## config.mk

```make
export PLATFORM = sky130hd
export DESIGN_NAME = reg_scoreboard
export DESIGN_NICKNAME = d
export VERILOG_FILES = /design/src/rtl/reg_scoreboard.sv
export SDC_FILE = /design/constraint.sdc
export NUM_CORES = 1
export LEC_CHECK = 0
export ABC_AREA = 1
export CORE_MARGIN = 4
export CORE_UTILIZATION = 57
export CTS_CLUSTER_SIZE = 16
export DETAILED_ROUTE_END_ITERATION = 7
export GPL_TIMING_DRIVEN = 0
export PLACE_DENSITY = 0.93
export SLEW_MARGIN = 10
export SYNTH_ARGS = -nofsm -noshare
export SYNTH_HDL_FRONTEND = slang
export SYNTH_SLANG_ARGS = --single-unit
```

## constraint.sdc

```tcl
create_clock -name clk -period 2.9 [get_ports clk]
set_input_delay 0.58 -clock clk [delete_from_list [all_inputs] [get_ports clk]]
set_output_delay 0.58 -clock clk [all_outputs]
set_load 0.02 [all_outputs]
```

## src/rtl/reg_scoreboard.sv

```systemverilog
// Per-register write-pending scoreboard: counts in-flight writes per destination
// register and stalls ID when a source operand still has a write outstanding.
module reg_scoreboard #(
  parameter int NREG  = 16,
  parameter int CNT_W = 2,
  localparam int IDX_W = $clog2(NREG),
  localparam int INF_W = CNT_W + 4
) (
  input  logic             clk,
  input  logic             rst_n,
  input  logic [IDX_W-1:0] Rn,
  input  logic [IDX_W-1:0] Rdm,
  input  logic             Two_src,
  input  logic             issue_valid,
  input  logic             issue_wb_en,
  input  logic [IDX_W-1:0] issue_dest,
  input  logic             freeze,
  input  logic             wb_valid,
  input  logic [IDX_W-1:0] wb_dest,
  output logic             Hazard,
  output logic             issue_ready,
  output logic [NREG-1:0]  pending,
  output logic [INF_W-1:0] inflight,
  output logic             err_underflow
);

  localparam logic [CNT_W-1:0] CNT_MAX = '1;

  // Handshake: an issue is accepted on a rising edge where issue_valid and
  // issue_ready are both 1; issue_ready never depends on issue_valid.

  logic [CNT_W-1:0] cnt_q [NREG];
  logic [CNT_W-1:0] cnt_d [NREG];
  logic [NREG-1:0]  pending_q, pending_d;
  logic [INF_W-1:0] inflight_q, inflight_d;
  logic             err_q, err_d;

  logic issue_fire;
  logic retire_hit;
  logic same_reg;

  // Hazard looks only at registered counts, so a retire this cycle is not bypassed.
  assign Hazard = (cnt_q[Rn] != '0) || (Two_src && (cnt_q[Rdm] != '0));

  assign issue_ready = !Hazard && !freeze &&
                       !(issue_wb_en && (cnt_q[issue_dest] == CNT_MAX));

  assign issue_fire = issue_valid && issue_ready && issue_wb_en;
  assign retire_hit = wb_valid && (cnt_q[wb_dest] != '0);
  assign same_reg   = issue_fire && wb_valid && (issue_dest == wb_dest);

  always_comb begin
    cnt_d      = cnt_q;
    inflight_d = inflight_q;
    err_d      = err_q;
    pending_d  = '0;
    // An issue and a retire to one register cancel out, including the zero case.
    if (!same_reg) begin
      if (issue_fire) begin
        cnt_d[issue_dest] = cnt_q[issue_dest] + CNT_W'(1);
        inflight_d        = inflight_d + INF_W'(1);
      end
      if (retire_hit) begin
        cnt_d[wb_dest] = cnt_q[wb_dest] - CNT_W'(1);
        inflight_d     = inflight_d - INF_W'(1);
      end else if (wb_valid) begin
        err_d = 1'b1;
      end
    end
    for (int i = 0; i < NREG; i++) begin
      pending_d[i] = (cnt_d[i] != '0);
    end
  end

  always_ff @(posedge clk or negedge rst_n) begin
    if (!rst_n) begin
      cnt_q      <= '{default: '0};
      pending_q  <= '0;
      inflight_q <= '0;
      err_q      <= 1'b0;
    end else begin
      cnt_q      <= cnt_d;
      pending_q  <= pending_d;
      inflight_q <= inflight_d;
      err_q      <= err_d;
    end
  end

  assign pending       = pending_q;
  assign inflight      = inflight_q;
  assign err_underflow = err_q;

endmodule

```

==> results, run 1 <==
- The root buffer cell chosen for the clock tree is sky130_fd_sc_hd__clkbuf_8.
- The cell at the slowest stage of the critical path is sky130_fd_sc_hd__nor2_2.
- The tool flagged a number of max-cap violations equal to 0.
- The total routing usage reported by global routing is about a third.
- The average instance in the mapped netlist occupies 6.56 um2.
- The critical path is of the input pin to flip-flop type.
- The count of nets left with antenna violations once routing finished came out at 0.
- For this design the ratio of total power to cell area is between 700 and 800 nW/um2.
- The top cell type's share of synthesized area is around 33%.
- The final setup violation count is 1.
- The HPWL after detailed placement is about 11,000 um.
- The mapped netlist covers between 4000 and 5000 um2.
- Clock-pin slew was measured on the worst setup and hold paths at about 0.12 ns.
- The number of enable flip-flop cells after synthesis is 0.
- The total length of routed wires is around 15,000 um.
- The starting utilization of the core area is just under 60%.
- Across all setup checks in the final design, the least slack found is -0.00613 ns.
- The static leakage is about 0.0025 uW.
- The worst ir drop on vdd is 0.488 mV.
- The overall power consumption is about 4200 uW.
- The data arrival time at the worst-slack endpoint is between 3 and 4 ns.
- The largest clock skew in the final design is 0.0187 ns.
- The number of fillers in the final layout is between 500 and 600.
- The number of buffers added on ports is between 40 and 50.
- The vias per cell is 6.09.
- Entering global routing, the biggest net connects 40 pins.
- The highest cell delay on the worst timing path is approximately 0.33 ns.
- The first-iteration detailed-routing DRC count is 611.
- The floorplan step set the die height to 94.1 um.
- Of all nets on the critical path, the largest fanout is 5.
- The number of placed instances with taps included is 789.
- Once layout is complete, the cells apart from fillers number 820.
- CTS built an H-tree with a depth of 2.
- The kind of start point of the critical path is an input pin.
- In the final routed layout, each cell accounts on average for approximately 19 um.
- The achievable frequency is between 300 and 400 MHz.
- Hold is met by 0.172 ns.
- The min-delay analysis places its worst path in the category input pin to async pin.
- The floorplan step defined a die boundary enclosing slightly below 9000 um2.
- The post-synth net total is around 670.
- The first detailed-routing pass took 8 iterations.
- The core region is between 7000 and 8000 um2.
- The biggest area contributor in the post-synthesis netlist is sky130_fd_sc_hd__dfrtp_1.
- The first global-routing pass estimated about 24,000 um of wire.
- Setup repair after global routing could not meet its margin everywhere.
- The worst path required time is a little over 3 ns.
- At the pin with the least slew margin, the transition time is a little under 0.7 ns.
- The count of antenna diodes in the layout is 0.
- In the final timing run, aggregate negative setup slack is -0.00613 ns.
- Global routing finished with a remaining overflow of 0.
- After synthesis the netlist holds a flip-flop and latch count of 55.
- Walking the worst path, the cells encountered are buf_4 -> inv_4 -> nor2_4 -> inv_4 -> o22ai_1 -> o21ai_1 -> nand4_1 -> ha_2 -> a21oi_4 -> nand3_2 -> nor2_4 -> nand2_4 -> nor2_2 -> nand2_1 -> nor3_1 -> o21ai_0 -> nand2_1 -> nand3_1.
- The clock net sink count is between 50 and 60.
- The part of the Yosys area used for sequential elements is 32.6%.
- The number of hold buffers added after CTS is 0.
- The initial antenna violation count is 0.
- Registers take about 1400 um2.
- The clock passes through at most 2 buffers.
- The flow ran to the end, but the final reports show violations.
- The number of hold-slack violations in the final timing report is 0.
- Dividing the final minimum period by the clock period gives 100%.
- In this run, CTS created clock tree buffers numbering 5.
- TritonCTS built the clock tree.
- The post-route netlist has around a quarter of its cells at a drive strength greater than 1.
- Yosys printed 0 warnings.
- The worst setup path is captured at a flip-flop.
- The checks that failed: negative setup slack.
- The final-report max-slew violation count is 0.
- In this run the count of I/O pins placed on the die edge is between 40 and 50.
- The number of distinct library cells after synthesis is between 40 and 50.
- The via count of the first global-routing pass is a little under 5,000.
- The remaining max-slew budget at the tightest pin is 55.2%.
- The floorplan has 31 rows.
- The via count is between 4,000 and 5,000.
- Counting every instance in the synthesized netlist gives 644.
- The final routed DRC violation total is 0.
- Yosys attributes the largest share of cell area to sky130_fd_sc_hd__dfrtp_1 33%, sky130_fd_sc_hd__nand2_1 16%, sky130_fd_sc_hd__inv_1 10%.
- The post-synthesis to final-layout area growth is 27.3%.
- The clock period minus worst slack is between 2 and 3 ns.
- In the final design database the tool counted ~750 nets.
- From left edge to right edge, the die measures 94.1 um.
- The clock latency on the worst-skew pair is 0.32 ns.
- The area occupied by multi-input gates is around 2600 um2.
- Among all flip-flop cells after synthesis, the most frequent one is sky130_fd_sc_hd__dfrtp_1.
- The congestion estimate from routability-driven global placement came to 0.976.
- The share of synthesized registers carrying an async set or reset is 100%.
==> synthesized netlist by cell type (2+ instances only) <==
cell type and number:
sky130_fd_sc_hd__nand2_2 2, sky130_fd_sc_hd__nand2_1 180, sky130_fd_sc_hd__o2111ai_1 3, sky130_fd_sc_hd__o21bai_1 3
sky130_fd_sc_hd__buf_6 5, sky130_fd_sc_hd__inv_1 113, sky130_fd_sc_hd__nor2_1 59, sky130_fd_sc_hd__clkbuf_1 3
sky130_fd_sc_hd__nor3_1 19, sky130_fd_sc_hd__o21ai_0 34, sky130_fd_sc_hd__nand3_2 3, sky130_fd_sc_hd__o21ai_1 3
sky130_fd_sc_hd__buf_8 2, sky130_fd_sc_hd__o22ai_1 28, sky130_fd_sc_hd__o2111ai_2 8, sky130_fd_sc_hd__xnor2_1 2
sky130_fd_sc_hd__a22oi_1 2, sky130_fd_sc_hd__o21ai_2 4, sky130_fd_sc_hd__nand4_1 9, sky130_fd_sc_hd__a31oi_1 2
sky130_fd_sc_hd__dfrtp_1 55, sky130_fd_sc_hd__ha_1 4, sky130_fd_sc_hd__a21oi_1 6, sky130_fd_sc_hd__clkinv_1 4
sky130_fd_sc_hd__o221ai_1 2, sky130_fd_sc_hd__nor2_2 5, sky130_fd_sc_hd__inv_6 2, sky130_fd_sc_hd__nand3_1 65
sky130_fd_sc_hd__o31ai_1 2, sky130_fd_sc_hd__o211ai_1 3, sky130_fd_sc_hd__buf_2 2
==> report_power, final <==
group / internal (uW) / switching, uW / total [uW] / leakage [uW]
logic: 812 / 1510 / 2320 / 0.00186
clock network: 262 / 284 / 547 / 0.0000558
registers: 1080 / 218 / 1300 / 0.000596
==> sequential cells by signal, summed over array words and instances, names as in the netlist <==
name           flops
cnt_q             32
pending           16
err_underflow      1
inflight           6
==> logic make-up after synthesis <==
| logic type | share of synthesized area (%) |
|---|---|
| xor+xnor | 0.622 |
| flops | 32.6 |
| buf+inv | 13.6 |
| compound gates | 16.6 |
| simple gates | 35.4 |
| fa+ha+maj | 1.18 |
==> placed cells by master, fill, tap and decap left out, types with 3 or more instances in the layout <==
master / synthesis / layout
sky130_fd_sc_hd__o21bai_1: 3 / 3
sky130_fd_sc_hd__o22ai_1: 28 / 25
sky130_fd_sc_hd__inv_6: 2 / 3
sky130_fd_sc_hd__o21ai_2: 4 / 5
sky130_fd_sc_hd__nand3_1: 65 / 65
sky130_fd_sc_hd__clkbuf_1: 3 / 3
sky130_fd_sc_hd__nor3_1: 19 / 13
sky130_fd_sc_hd__nand3_2: 3 / 3
sky130_fd_sc_hd__o211ai_1: 3 / 3
sky130_fd_sc_hd__dfrtp_1: 55 / 55
sky130_fd_sc_hd__buf_4: 0 / 20
sky130_fd_sc_hd__clkdlybuf4s50_1: 0 / 33
sky130_fd_sc_hd__nand2_1: 180 / 168
sky130_fd_sc_hd__a21oi_1: 6 / 4
sky130_fd_sc_hd__nand4_1: 9 / 9
sky130_fd_sc_hd__nor3_2: 0 / 6
sky130_fd_sc_hd__o21ai_0: 34 / 22
sky130_fd_sc_hd__inv_4: 1 / 5
sky130_fd_sc_hd__nand2_4: 0 / 5
sky130_fd_sc_hd__clkbuf_2: 1 / 6
sky130_fd_sc_hd__nor2_4: 1 / 15
sky130_fd_sc_hd__o2111ai_2: 8 / 9
sky130_fd_sc_hd__nand2_2: 2 / 9
sky130_fd_sc_hd__buf_6: 5 / 9
sky130_fd_sc_hd__nor2_1: 59 / 34
sky130_fd_sc_hd__o22ai_2: 0 / 3
sky130_fd_sc_hd__inv_1: 113 / 78
sky130_fd_sc_hd__o21ai_1: 3 / 14
sky130_fd_sc_hd__clkbuf_8: 0 / 5
sky130_fd_sc_hd__inv_2: 0 / 37
sky130_fd_sc_hd__nor2_2: 5 / 16
==> per-stage QoR <==
step	setup slack, ns	cell area (um2)	utilization (%)
after floorplan	0.00626	4230	-
after global placement	-1.48	4800	66.6
after detailed placement	-1.47	4820	66.8
after CTS	-0.0324	5080	70.4
after global routing	-0.143	5380	74.6
final	-0.00613	5380	74.6
==> path summary, 6_finish.rpt <==
path / slack [ns] / end / depth (start not counted) / from
worst max-delay path: -0.006 / pending[10] / 18 / issue_dest[1]
worst min-delay path: 0.17 / cnt_q[25] / 1 / rst_n
worst max register to register: 0.02 / pending[10] / 15 / cnt_q[24]
worst min register to register: 0.49 / err_underflow / 1 / err_underflow
max in group asynchronous: 2.15 / cnt_q[6] / 2 / rst_n
min in group clk: 0.49 / err_underflow / 1 / err_underflow
==> critical path, delay by kind of cell <==
kind	cells	cell delay, ns
adders and majority gates	1	0.26
and+or+nand+nor	10	1.47
AOI/OAI and AO/OA	4	0.49
buffers and inverters	3	0.30
==> layer usage <==
metal	track usage (%)	wire, um
met3	5.53	1630
met5	0	0
met1	44.2	5720
met4	15.4	709
met2	58.0	7210
==> layout make-up <==
class	instances	share of cell area, %
tap	99	2.30
timing repair buffer	65	11.0
multi-input combinational	456	47.6
clock buffer	6	1.35
sequential	55	25.6
clock inverter	2	0.721
inverter	120	8.81
buffer	13	2.37
timing repair inverter	4	0.279
==> what timing repair did <==
action,4_1_cts,5_1_grt
gates resized for setup,65,118
setup endpoints to repair,57,56
gates cloned,2,2
pin swaps,5,25
setup buffers,8,11
(Power assumes the default switching activity.)
==> inputs of run 2 (changes only) <==
--- a/config.mk
+++ b/config.mk
@@ -10,7 +10,7 @@
 export CORE_UTILIZATION = 57
 export CTS_CLUSTER_SIZE = 16
 export DETAILED_ROUTE_END_ITERATION = 7
-export GPL_TIMING_DRIVEN = 0
+export GPL_TIMING_DRIVEN = 1
 export PLACE_DENSITY = 0.93
 export SLEW_MARGIN = 10
 export SYNTH_ARGS = -nofsm -noshare
==> results, run 2 (synthesis gave the netlist of run 1 again) <==
- The utilization after layout is 82.6% (+8.0 points).
- The share of total power consumed by net switching is 47.4% (-0.84 points).
- The vias per cell was 5.99 (-1.7%).
- The fraction of power consumed by the clock network is 10.5% (-2.6 points).
- The flip-flop count of the largest register after layout is 32 (unchanged).
- The global-route wire length before repair is 24,500 um (+2.6%).
- The length of the first detailed-routing pass in iterations is 6 (-2).
- The wire length on met1 is 6040 um (+5.4%).
- The achievable frequency is 342 MHz (-0.58%).
- The power density over the cells is 758 nW/um2 (-2.1%).
- The final setup violation count is 1 (unchanged).
- The initial antenna violation count came to 0 (unchanged).
- The x dimension of the die was 94.1 um (unchanged).
- The proportion of layout cells with a drive suffix above 1 is 30.4% (+6.6 points).
- The cell at the root of the clock tree is sky130_fd_sc_hd__clkbuf_8.
- The internal power of the cells is 2370 uW (+10%).
- The total grt overflow came to 0 (unchanged).
- The post-layout worst setup margin came to -0.0230 ns (-0.0168 ns).
- The CTS buffer count is 5 (unchanged).
- The pin count of the biggest net entering global routing is 42 (+5.0%).
- The post-DP HPWL is 12,000 um (+7.5%).
- The total routing usage reported by global routing came to 35.7% (+0.97 points).
- The run finished, with violations left.
- The number of cell rows came to 31 (unchanged).
- The largest clock skew in the final design is 0.0174 ns (-0.00135 ns).
- The number of hold-slack violations in the final timing report is 0 (unchanged).
- The register bank with the most flops is cnt_q.
- The post-synthesis to final-layout area growth is 40.9%.
- The first-iteration detailed-routing DRC count is 522 (-15%).
- The category of the critical setup timing path is input pin to flip-flop.
- The worst ir drop on vdd is 0.558 mV (+14%).
- The leading cell type in the layout, fill and taps excluded is sky130_fd_sc_hd__nand2_1.
- The clock period minus worst slack is 2.92 ns (+0.0168 ns).
- The floorplan die area came to 8860 um2 (unchanged).
- The final critical-path share of the clock period is 101% (+0.58 points).
- The total length of routed wires is 16,400 um (+7.5%).
- The part of the power in combinational logic is 61.0% (+5.3 points).
- The met2 layer wire length in the routed design is 7710 um (+6.9%).
- TritonCTS built the clock tree.
- The power dissipated by switching net loads is 2140 uW (+6.5%).
- The number of buffers added on ports is 47 (+4.4%).
- The final-report max-slew violation count came to 0 (unchanged).
- The final routed DRC violation total is 0 (unchanged).
- The top cell types in the final layout, fill and taps aside, are 155 x sky130_fd_sc_hd__nand2_1, 97 x sky130_fd_sc_hd__inv_1, 90 x sky130_fd_sc_hd__buf_4.
- The reported max-cap violation count is 0 (unchanged).
- The pre-CTS setup slack is -1.05 ns (+0.416 ns).
- Setup repair after global routing could not meet its margin everywhere.
- The worst path required time is 3.17 ns (+0.08 ns).
- The post-CTS clock slew at the launch and capture registers of the worst setup and hold paths was 0.11 ns (about the same).
- The buffer levels on the longest clock path is 2 (unchanged).
- In this run the worst hold path is classified as input pin to async pin.
- STA classifies the critical path endpoint as a flip-flop.
- The count of antenna diodes in the layout was 0 (unchanged).
- The average wire length per cell after detail routing was 18.6 um (-0.37%).
- The routed length on met3 is 1820 um (+12%).
- The via count is 5,301 (+6.1%).
- The data arrival time at the worst-slack endpoint was 3.19 ns (+0.09 ns).
- The top-level port count is 48 (unchanged).
- The final reports fail on negative setup slack.
- The via count of the first global-routing pass is 5,029 (+4.2%).
- The sequential share of power is 28.5% (-2.7 points).
- The remaining max-slew budget at the tightest pin came to 55.6% (+0.47 points).
- The final total negative setup slack is -0.0230 ns (-0.0168 ns).
- The net total in the final layout came to 812 (+8.7%).
- The worst reg-to-reg setup slack is 0.03 ns (about the same).
- The clock net sink count was 55 (unchanged).
- The biggest fanout along the worst timing path is 5 (unchanged).
- The number of hold buffers added after CTS came to 0 (unchanged).
- The static leakage is 0.00288 uW (+15%).
- The starting utilization of the core area is 58.6% (unchanged).
- The clock latency on the worst-skew pair is 0.32 ns (about the same).
- The worst setup path is launched from an input pin.
- The weighted congestion reported at the end of routability-driven placement was 1.04 (+6.8%).
- The final antenna-violating net count was 0 (unchanged).
- The actual transition at the worst max-transition pin was 0.665 ns (-0.00771 ns).
- The vertical die dimension is 94.1 um (unchanged).
- The H-tree depth was 2 (unchanged).
- Routed signal wires occupy layers up through met4.
- The core area is 7210 um2 (unchanged).
==> run 2: layout make-up <==
| type | count | area (um2) |
|---|---|---|
| Clock buffer | 7 | 86.3 |
| Clock inverter | 1 | 8.76 |
| Fill cell | 473 | 1260 |
| Inverter | 120 | 489 |
| Multi-Input combinational cell | 456 | 2630 |
| Sequential cell | 55 | 1380 |
| Tap cell | 99 | 124 |
| Timing Repair Buffer | 144 | 1230 |
| Timing Repair inverter | 3 | 11.3 |
==> run 2: layer usage <==
layer / global-route usage [%] / vias up
met3: 6.09 / 84
met1: 45.7 / 2448
li1: - / 2388
met5: 0 / -
met2: 60.1 / 381
met4: 13.5 / 0
==> run 2: power groups by stage <==
| stage | clock network (uW) | logic (uW) | registers (uW) |
|---|---|---|---|
| global placement | 0 | 2380 | 1260 |
| CTS | 471 | 2490 | 1260 |
| finish | 472 | 2750 | 1290 |
| global route | 498 | 2950 | 1320 |
| detailed placement | 0 | 2430 | 1280 |
| floorplan | 0 | 1150 | 1380 |
==> run 2: final timing paths <==
kind | from | endpoint | cells past startpoint
setup / recovery | issue_dest[0] | inflight[4] | 20
hold / removal | rst_n | pending[2] | 1
setup reg to reg | cnt_q[0] | inflight[4] | 19
hold reg to reg | err_underflow | err_underflow | 1
max in group asynchronous | rst_n | cnt_q[11] | 2
min in group clk | err_underflow | err_underflow | 1
==> run 2: what timing repair did <==
item,CTS,global route
setup endpoints to repair,57,55
gates cloned,3,0
pin swaps,11,24
setup buffers,5,4
gates resized for setup,48,129
==> run 2: through the flow <==
stage | power, uW | cell area, um2 | instances | hold slack, ns
after CTS | 4230 | 5580 | 881 | 0.178
after detailed placement | 3710 | 5380 | 865 | 0.469
after global placement | 3640 | 5380 | 865 | 0.453
final | 4510 | 5960 | 885 | 0.170
after floorplan | 2530 | 4230 | 644 | 0.284
after global routing | 4770 | 5960 | 885 | 0.172
==> run 2: worst max-delay path, cell delays in order <==
cell and delay [ns]:
sky130_fd_sc_hd__buf_12 0.12, sky130_fd_sc_hd__nor2_4 0.16, sky130_fd_sc_hd__clkinv_4 0.12, sky130_fd_sc_hd__o22ai_1 0.27, sky130_fd_sc_hd__o21ai_1 0.12, sky130_fd_sc_hd__nand4_1 0.13
sky130_fd_sc_hd__ha_2 0.21, sky130_fd_sc_hd__a21oi_2 0.07, sky130_fd_sc_hd__buf_4 0.13, sky130_fd_sc_hd__nand3_2 0.09, sky130_fd_sc_hd__nor2_4 0.05, sky130_fd_sc_hd__buf_4 0.13
sky130_fd_sc_hd__nand3_1 0.06, sky130_fd_sc_hd__nand2_1 0.09, sky130_fd_sc_hd__inv_2 0.09, sky130_fd_sc_hd__ha_4 0.13, sky130_fd_sc_hd__nand4_1 0.20, sky130_fd_sc_hd__o21bai_1 0.20
sky130_fd_sc_hd__nand2_1 0.10, sky130_fd_sc_hd__a21oi_2 0.13
==> inputs of run 3 (changes only) <==
--- a/config.mk
+++ b/config.mk
@@ -8,6 +8,7 @@
 export ABC_AREA = 1
 export CORE_MARGIN = 4
 export CORE_UTILIZATION = 57
+export CTS_BUF_LIST = sky130_fd_sc_hd__clkbuf_16
 export CTS_CLUSTER_SIZE = 16
 export DETAILED_ROUTE_END_ITERATION = 7
 export GPL_TIMING_DRIVEN = 1
@@ -16,3 +17,4 @@
 export SYNTH_ARGS = -nofsm -noshare
 export SYNTH_HDL_FRONTEND = slang
 export SYNTH_SLANG_ARGS = --single-unit
+export TNS_END_PERCENT = 1
==> results, run 3 (synthesis gave the netlist of run 1 again) <==
- The critical path is of the flip-flop to flip-flop type.
- The remaining max-slew budget at the tightest pin is 60.3% (+4.6 points).
- The cell at the root of the clock tree is sky130_fd_sc_hd__clkbuf_16.
- The top-level port count was 48 (unchanged).
- The post-DP HPWL was 12,000 um (unchanged).
- The buffer levels on the longest clock path is 2 (unchanged).
- The x dimension of the die was 94.1 um (unchanged).
- The via count is 5,232 (-1.3%).
- The worst ir drop on vdd is 0.552 mV (-1.0%).
- The H-tree depth was 2 (unchanged).
- The proportion of layout cells with a drive suffix above 1 was 27.4% (-3.1 points).
- The clock net sink count came to 55 (unchanged).
- The biggest fanout along the worst timing path is 5 (unchanged).
- The largest clock skew in the final design was 0.00760 ns (-0.00980 ns).
- The average wire length per cell after detail routing is 18.1 um (-2.3%).
- The static leakage is 0.00290 uW (+0.43%).
- Among all stages on the critical path, the largest delay is contributed by sky130_fd_sc_hd__dfrtp_1.
- The post-layout worst setup margin was -0.140 ns (-0.117 ns).
- The net total in the final layout came to 812 (unchanged).
- The worst setup path is launched from a flip-flop.
- The first-iteration detailed-routing DRC count is 471 (-9.8%).
- The global-route wire length before repair came to 24,700 um (+0.68%).
- The number of hold-slack violations in the final timing report is 0 (unchanged).
- The final-report max-slew violation count is 0 (unchanged).
- The final antenna-violating net count is 0 (unchanged).
- The clock latency on the worst-skew pair is 0.30 ns (-0.02 ns).
- The power density over the cells is 776 nW/um2 (+2.4%).
- The number of hold buffers added after CTS is 0 (unchanged).
- The total grt overflow is 0 (unchanged).
- The critical path goes through inv_1 -> o22ai_1 -> o21ai_0 -> nand4_1 -> ha_2 -> a21oi_2 -> buf_4 -> nand3_2 -> nor2_4 -> nand2_4 -> nand2_1 -> nand2_1 -> inv_1 -> ha_4 -> nand4_1 -> o21bai_1 -> nand2_1 -> a21oi_2.
- More flip-flops sit in one register than any other, and that register is cnt_q.
- The core area is 7210 um2 (unchanged).
- The pre-CTS setup slack was -1.05 ns (unchanged).
- The via count of the first global-routing pass is 5,047 (+0.36%).
- The reported max-cap violation count came to 0 (unchanged).
- The flip-flop count of the largest register after layout is 32 (unchanged).
- The length of the first detailed-routing pass in iterations came to 5 (-1).
- The area occupied by multi-input gates is 2560 um2 (-2.7%).
- The post-synthesis to final-layout area growth is 40.2%.
- The final routed DRC violation total was 0 (unchanged).
- The starting utilization of the core area is 58.6% (unchanged).
- The vertical die dimension is 94.1 um (unchanged).
- The number of fillers in the final layout is 499 (+5.5%).
- The library cells used most frequently in the layout, excluding fill and tap cells, are 171 x sky130_fd_sc_hd__nand2_1, 99 x sky130_fd_sc_hd__inv_1, 91 x sky130_fd_sc_hd__buf_4.
- The actual transition at the worst max-transition pin is 0.596 ns (-0.0692 ns).
- The total routing usage reported by global routing came to 36.0% (+0.31 points).
- The data arrival time at the worst-slack endpoint came to 3.27 ns (+0.08 ns).
- The sequential cell area is 1380 um2 (unchanged).
- The number of cell rows was 31 (unchanged).
- In this run the worst hold path is classified as input pin to async pin.
- The worst path required time is 3.13 ns (-0.04 ns).
- The final critical-path share of the clock period is 105% (+4.0 points).
- The highest cell delay on the worst timing path came to 0.39 ns (+0.12 ns).
- The count of antenna diodes in the layout is 0 (unchanged).
- The achievable frequency is 329 MHz (-3.9%).
- Setup repair after global routing could not meet its margin everywhere.
- Counting stages on the worst path, the most repeated cell is sky130_fd_sc_hd__nand2_1.
- The clock period minus worst slack is 3.04 ns (+0.117 ns).
- The overall power consumption was 4600 uW (+1.9%).
- The run finished, with violations left.
- The post-CTS clock slew at the launch and capture registers of the worst setup and hold paths is 0.08 ns (-0.03 ns).
- The CTS buffer count is 5 (unchanged).
- The floorplan die area came to 8860 um2 (unchanged).
- The worst setup path is captured at a flip-flop.
- The initial antenna violation count is 0 (unchanged).
- The checks that failed: negative setup slack.
- The vias per cell is 5.91 (-1.3%).
- The total length of routed wires came to 16,100 um (-2.3%).
- The number of buffers added on ports came to 47 (unchanged).
- TritonCTS built the clock tree.
- The final setup violation count was 2 (+1).
- The weighted congestion reported at the end of routability-driven placement is 1.04 (unchanged).
- The library cell used most frequently in the layout, excluding fill and tap cells, is sky130_fd_sc_hd__nand2_1.
- The pin count of the biggest net entering global routing was 42 (unchanged).
run 3: critical path, delay by kind of cell (launching register included):
kind                     cells  cell delay, ns
AND/OR/NAND/NOR              8            0.98
AO/OA/AOI/OAI                5            0.86
buffers and inverters        3            0.40
flip-flops                   1            0.39
adder cells (fa/ha/maj)      2            0.34
run 3: path summary, 6_finish.rpt:
kind	start	cells past startpoint	slack, ns	to
min in group clk	err_underflow	1	0.48	err_underflow
max reg2reg	cnt_q[29]	18	-0.14	inflight[4]
max in group asynchronous	rst_n	2	1.83	pending[12]
max	cnt_q[29]	18	-0.14	inflight[4]
min reg2reg	err_underflow	1	0.48	err_underflow
min	rst_n	1	0.19	pending[2]
run 3: layer usage:
metal	vias to the layer above	GRT usage (%)	routed length, um
met5	-	0	0
met4	0	15.0	758
met3	78	7.21	1710
met2	356	60.4	7540
met1	2412	45.1	6040
li1	2386	-	-
run 3: what timing repair did:
item,in CTS,in global routing
cloned,2,2
setup endpoints to repair,57,57
gates resized for setup,43,105
setup buffers,4,4
pin swaps,8,25
run 3: power by group:
part	total, uW	switching (uW)	internal, uW	leakage, uW
clock network	612	294	317	0.0000726
registers	1290	204	1080	0.000596
logic	2700	1620	1080	0.00223
total	4600	2120	2480	0.00290
run 3: final cells by class:
class                      instances  area share, %
tap                               99           2.09
sequential                        55           23.2
clock buffer                       5           2.11
multi-input combinational        456           43.2
timing repair inverter             3          0.211
timing repair buffer             144           20.6
inverter                         120           8.29
clock inverter                     3          0.274
run 3: through the flow:
step / std cells / area, um2 / utilization, % / hold WS [ns] / TNS [ns]
3_3_place_gp: 865 / 5380 / 74.6 / 0.453 / -44.70
5_1_grt: 885 / 5930 / 82.2 / 0.209 / -1.14
2_1_floorplan: 644 / 4230 / - / 0.284 / 0
3_5_place_dp: 865 / 5380 / 74.6 / 0.469 / -49.32
6_report: 885 / 5930 / 82.2 / 0.191 / -0.219
4_1_cts: 879 / 5620 / 77.8 / 0.206 / -0.157
==> variant 1: new RTL, settings of run 2 <==
Set the parameter `NREG` to 32 (it was 16).
--- a/src/rtl/reg_scoreboard.sv
+++ b/src/rtl/reg_scoreboard.sv
@@ -1,7 +1,7 @@
 // Per-register write-pending scoreboard: counts in-flight writes per destination
 // register and stalls ID when a source operand still has a write outstanding.
 module reg_scoreboard #(
-  parameter int NREG  = 16,
+  parameter int NREG  = 32,
   parameter int CNT_W = 2,
   localparam int IDX_W = $clog2(NREG),
   localparam int INF_W = CNT_W + 4
Interface: changed (5 resized); port bits go from 48 to 68. No check against the original RTL was run, so the function may have changed too.
==> variant 1 against run 2 <==
- area after synthesis is 77% higher
- the run now fails in global routing (5_1_grt)
==> variant 1: results (changes against run 2) <==
stage	metric	value	unit	change
logic_synthesis	syn_inst	1133		+76%
logic_synthesis	dominantRegCellSynth	dfrtp_1		
grt	grt_max_degree	57		
cts	clock-sinks	103		+87%
logic_synthesis	synth_nets	1164		+73%
logic_synthesis	synthAdderAreaFrac	0.00667		-0.00517
cts	h-tree-depth	3		+1
cts	cts_root_buf	clkbuf_16		
logic_synthesis	async_flop_share	1.00		unchanged
placed_design	dp.cells	1501		+74%
cts	cts_made_buffers	9		+4
placed_design	dp_hpwl	21900	um	+83%
logic_synthesis	synth_seq_area_share	0.344		+0.0180
logic_synthesis	yosysWarnings	0		unchanged
logic_synthesis	ys_top_cells_by_count	229 x nand2_1, 193 x inv_1, 117 x nand3_1		
logic_synthesis	synth_compound_area_frac	0.227		+0.0607
run_status	lastStage	global routing (5_1_grt)		
placed_design	numPortBuffers	67		+43%
run_status	status	did not finish		
logic_synthesis	synth_xor_area_frac	0.00584		-0.000378
cts	clock_path_buffers	2		unchanged
placed_design	gp_congestion	1.27		+22%
logic_synthesis	synth_mux_area_frac	0		unchanged
logic_synthesis	synth_area_leaders	dfrtp_1 34%, nand2_1 11%, inv_1 9.7%		
grt	grt_use_total	0.786		
run_status	stop_error	[ERROR GRT-0232] Routing congestion too high. Check the congestion heatmap in the GUI.		
die	row_count	41		+32%
grt	overflow	99		
logic_synthesis	synth_cell_type_count	40		-2.4%
placed_design	postPlaceCellArea	9730	sq um	+81%
## variant 1: stage by stage
stage	utilization	worst slack (ps)
floorplan	-	-167
global placement	0.762	-1060
detailed placement	0.762	-1220
CTS	0.842	-106
## variant 1: metal layers
layer  global-route usage  overflow
met5                0.347         0
met4                0.796        38
met3                0.664         3
met2                0.909        58
met1                0.791         0
## variant 1: cells by family after synthesis
logic type	count (synthesis)
simple gates	477
compound gates	290
buf+inv	254
flops	103
xor+xnor	5
fa+ha+maj	4
## variant 1: what timing repair did
action / CTS
setup endpoints to repair: 105
gates cloned: 3
setup buffers: 24
gates resized for setup: 202
endpoints found under the hold margin: 0
pin swaps: 48
==> variant 2: new RTL, config.mk and constraints of run 2 <==
Without the edit above. `pending_q` no longer has a reset.
--- a/src/rtl/reg_scoreboard.sv
+++ b/src/rtl/reg_scoreboard.sv
@@ -75,15 +75,17 @@
   always_ff @(posedge clk or negedge rst_n) begin
     if (!rst_n) begin
       cnt_q      <= '{default: '0};
-      pending_q  <= '0;
       inflight_q <= '0;
       err_q      <= 1'b0;
     end else begin
       cnt_q      <= cnt_d;
-      pending_q  <= pending_d;
       inflight_q <= inflight_d;
       err_q      <= err_d;
     end
+  end
+
+  always_ff @(posedge clk) begin
+    pending_q <= pending_d;
   end
 
   assign pending       = pending_q;
Function: changed (a bounded check fails within 4 cycles, from zero or initial values and one cycle with rst_n low).
==> variant 2 against run 2 <==
- design area is 4.6% lower
- routed wire length is 3.9% lower
- sequential power hardly changed
- first-iteration DRC count is 18% higher
- sequential cell count stayed put
- total power is 1.1% lower
- area after synthesis is 1.9% lower
- setup slack better by 78 ps
- critical path type is now in -> out
- largest cell class unchanged
==> variant 2: results (changes against run 2) <==
stage	metric	value	unit	change
sta	worstMarginPinSlew	934	ps	+270 ps
drt	via_count	5357		+1.1%
logic_synthesis	ys_top_cells_by_count	180 x nand2_1, 113 x inv_1, 65 x nand3_1		
logic_synthesis	synth_area_leaders	dfrtp_1 24%, nand2_1 16%, inv_1 10%		
placed_design	dp_hpwl	11600	um	-2.7%
sta	skew	11.6	ps	-5.79 ps
cts	cts_made_buffers	5		unchanged
critical_path	r2r_start	cnt_q[25]$_DFF_PN0_		
logic_synthesis	yosysWarnings	0		unchanged
drt	first_pass_iters	6		unchanged
critical_path	critPathMaxFanout	5		unchanged
grt	met3_usage	0.0708		+0.00990
grt	antenna_found_initial	0		unchanged
logic_synthesis	dominantRegCellSynth	dfrtp_1		
cts	clk_latency	320	ps	about the same
cts	h-tree-depth	2		unchanged
run_status	status	finished clean		
grt	grt_first_pass_wirelength	24200	um	-1.2%
drt	drtIter0Drc	614		+18%
grt	grt_pass1_vias	5005		-0.48%
min_path	hp-class	in -> async		
placed_design	gp_congestion	1.11		+6.6%
logic_synthesis	synth_nets	671		unchanged
cells_and_area	drive_gt1_frac	0.251		-0.0531
cells_and_area	top_register	cnt_q		
critical_path	arrival	2260	ps	-930 ps
grt	grtUsageMet1	0.456		-0.00120
power	p_leak	2.84	nW	-1.6%
logic_synthesis	synth_cell_type_count	42		+2.4%
placed_design	numPortBuffers	47		unchanged
cells_and_area	num_antenna_cells	0		unchanged
cells_and_area	nNetsFinal	815		+0.37%
cts	cts_root_buf	clkbuf_8		
cts	clock_path_buffers	2		unchanged
logic_synthesis	synth_seq_area_share	0.313		-0.0130
critical_path	worstSetupStartpointType	primary input		
cells_and_area	largest_reg_flops	32		unchanged
grt	gr-usage-met2	0.576		-0.0255
power	ir_worst_vdd	0.000526	V	-5.7%
drt	wl_per_cell	17.8	um	-3.9%
drt	ant_nets	0		unchanged
critical_path	worstSetupStartpoint	issue_dest[1]		
logic_synthesis	async_flop_share	0.709		-0.291
grt	grt_max_degree	44		+4.8%
cts	path_clk_slew	110	ps	about the same
grt	grt_use_total	0.352		-0.00523
==> variant 2: cell count changes after synthesis <==
cell,run 2,this run
dfxtp_1,0,16
dfrtp_1,55,39
==> variant 2: what timing repair did <==
item	CTS	global route
pin swaps	9	27
setup buffers	7	4
gates resized for setup	40	80
setup endpoints to repair	57	56
cloned	3	1
==> variant 2: worst max-delay path, stage by stage <==
cell and delay, ps:
buf_4 160, inv_4 80, nor2_4 40, clkinv_2 80, o22ai_1 80, o21ai_1 160, nand4_1 150, ha_2 230
a21oi_4 210, nand3_4 110, inv_1 80, clkdlybuf4s15_1 300
==> variant 2: per-stage QoR <==
stage,cells,hold slack [ps],power (W),area (sq um),worst slack (ps)
after floorplan,644,284,0.00253,4150,6.26
after global placement,862,450,0.00365,5280,-690
after detailed placement,862,463,0.00375,5280,-841
after CTS,880,438,0.00425,5470,-5.08
after global routing,885,460,0.00471,5680,-29.9
final,885,384,0.00446,5680,55.5
==> variant 2: worst paths after layout <==
check                                            endpoint  slack [ps]  cells past startpoint
worst max-delay path                          issue_ready          60                     12
worst min-delay path              inflight[2]$_DFFE_PN0N_         380                      1
worst max register to register         pending[5]$_DFF_P_          80                     15
worst min register to register  err_underflow$_DFFE_PN0P_         490                      1
max in group asynchronous             cnt_q[27]$_DFF_PN0_        1910                      1
min in group clk                err_underflow$_DFFE_PN0P_         490                      1
==> variant 2: routing by layer <==
metal  up-vias  routed length [um]
met3       103                1970
li1       2399                   -
met1      2432                5820
met5         -                   0
met2       423                7180
met4         0                 816
==> variant 2: layout make-up <==
type / instances / area, sq um
multi-input combinational: 456 / 2470
sequential: 55 / 1300
fill: 455 / 1260
timing repair buffer: 147 / 1200
inverter: 120 / 488
tap: 96 / 120
clock buffer: 6 / 72.6
clock inverter: 2 / 16.3
timing repair inverter: 3 / 16.3
==> variant 2: cells by family (layout without fill, tap and decap cells) <==
group / after synthesis / count (layout) / share of synthesized area
compound gates: 103 / 103 / 0.170
xor+xnor: 3 / 3 / 0.00634
fa+ha+maj: 4 / 4 / 0.0121
buf+inv: 133 / 278 / 0.139
flops: 55 / 55 / 0.313
simple gates: 346 / 346 / 0.361
==> variant 2: power breakdown <==
group / switching, W / internal (W) / total, W
combinational: 0.00162 / 0.00111 / 0.00273
clock: 0.000269 / 0.000174 / 0.000444
sequential: 0.000208 / 0.00108 / 0.00129
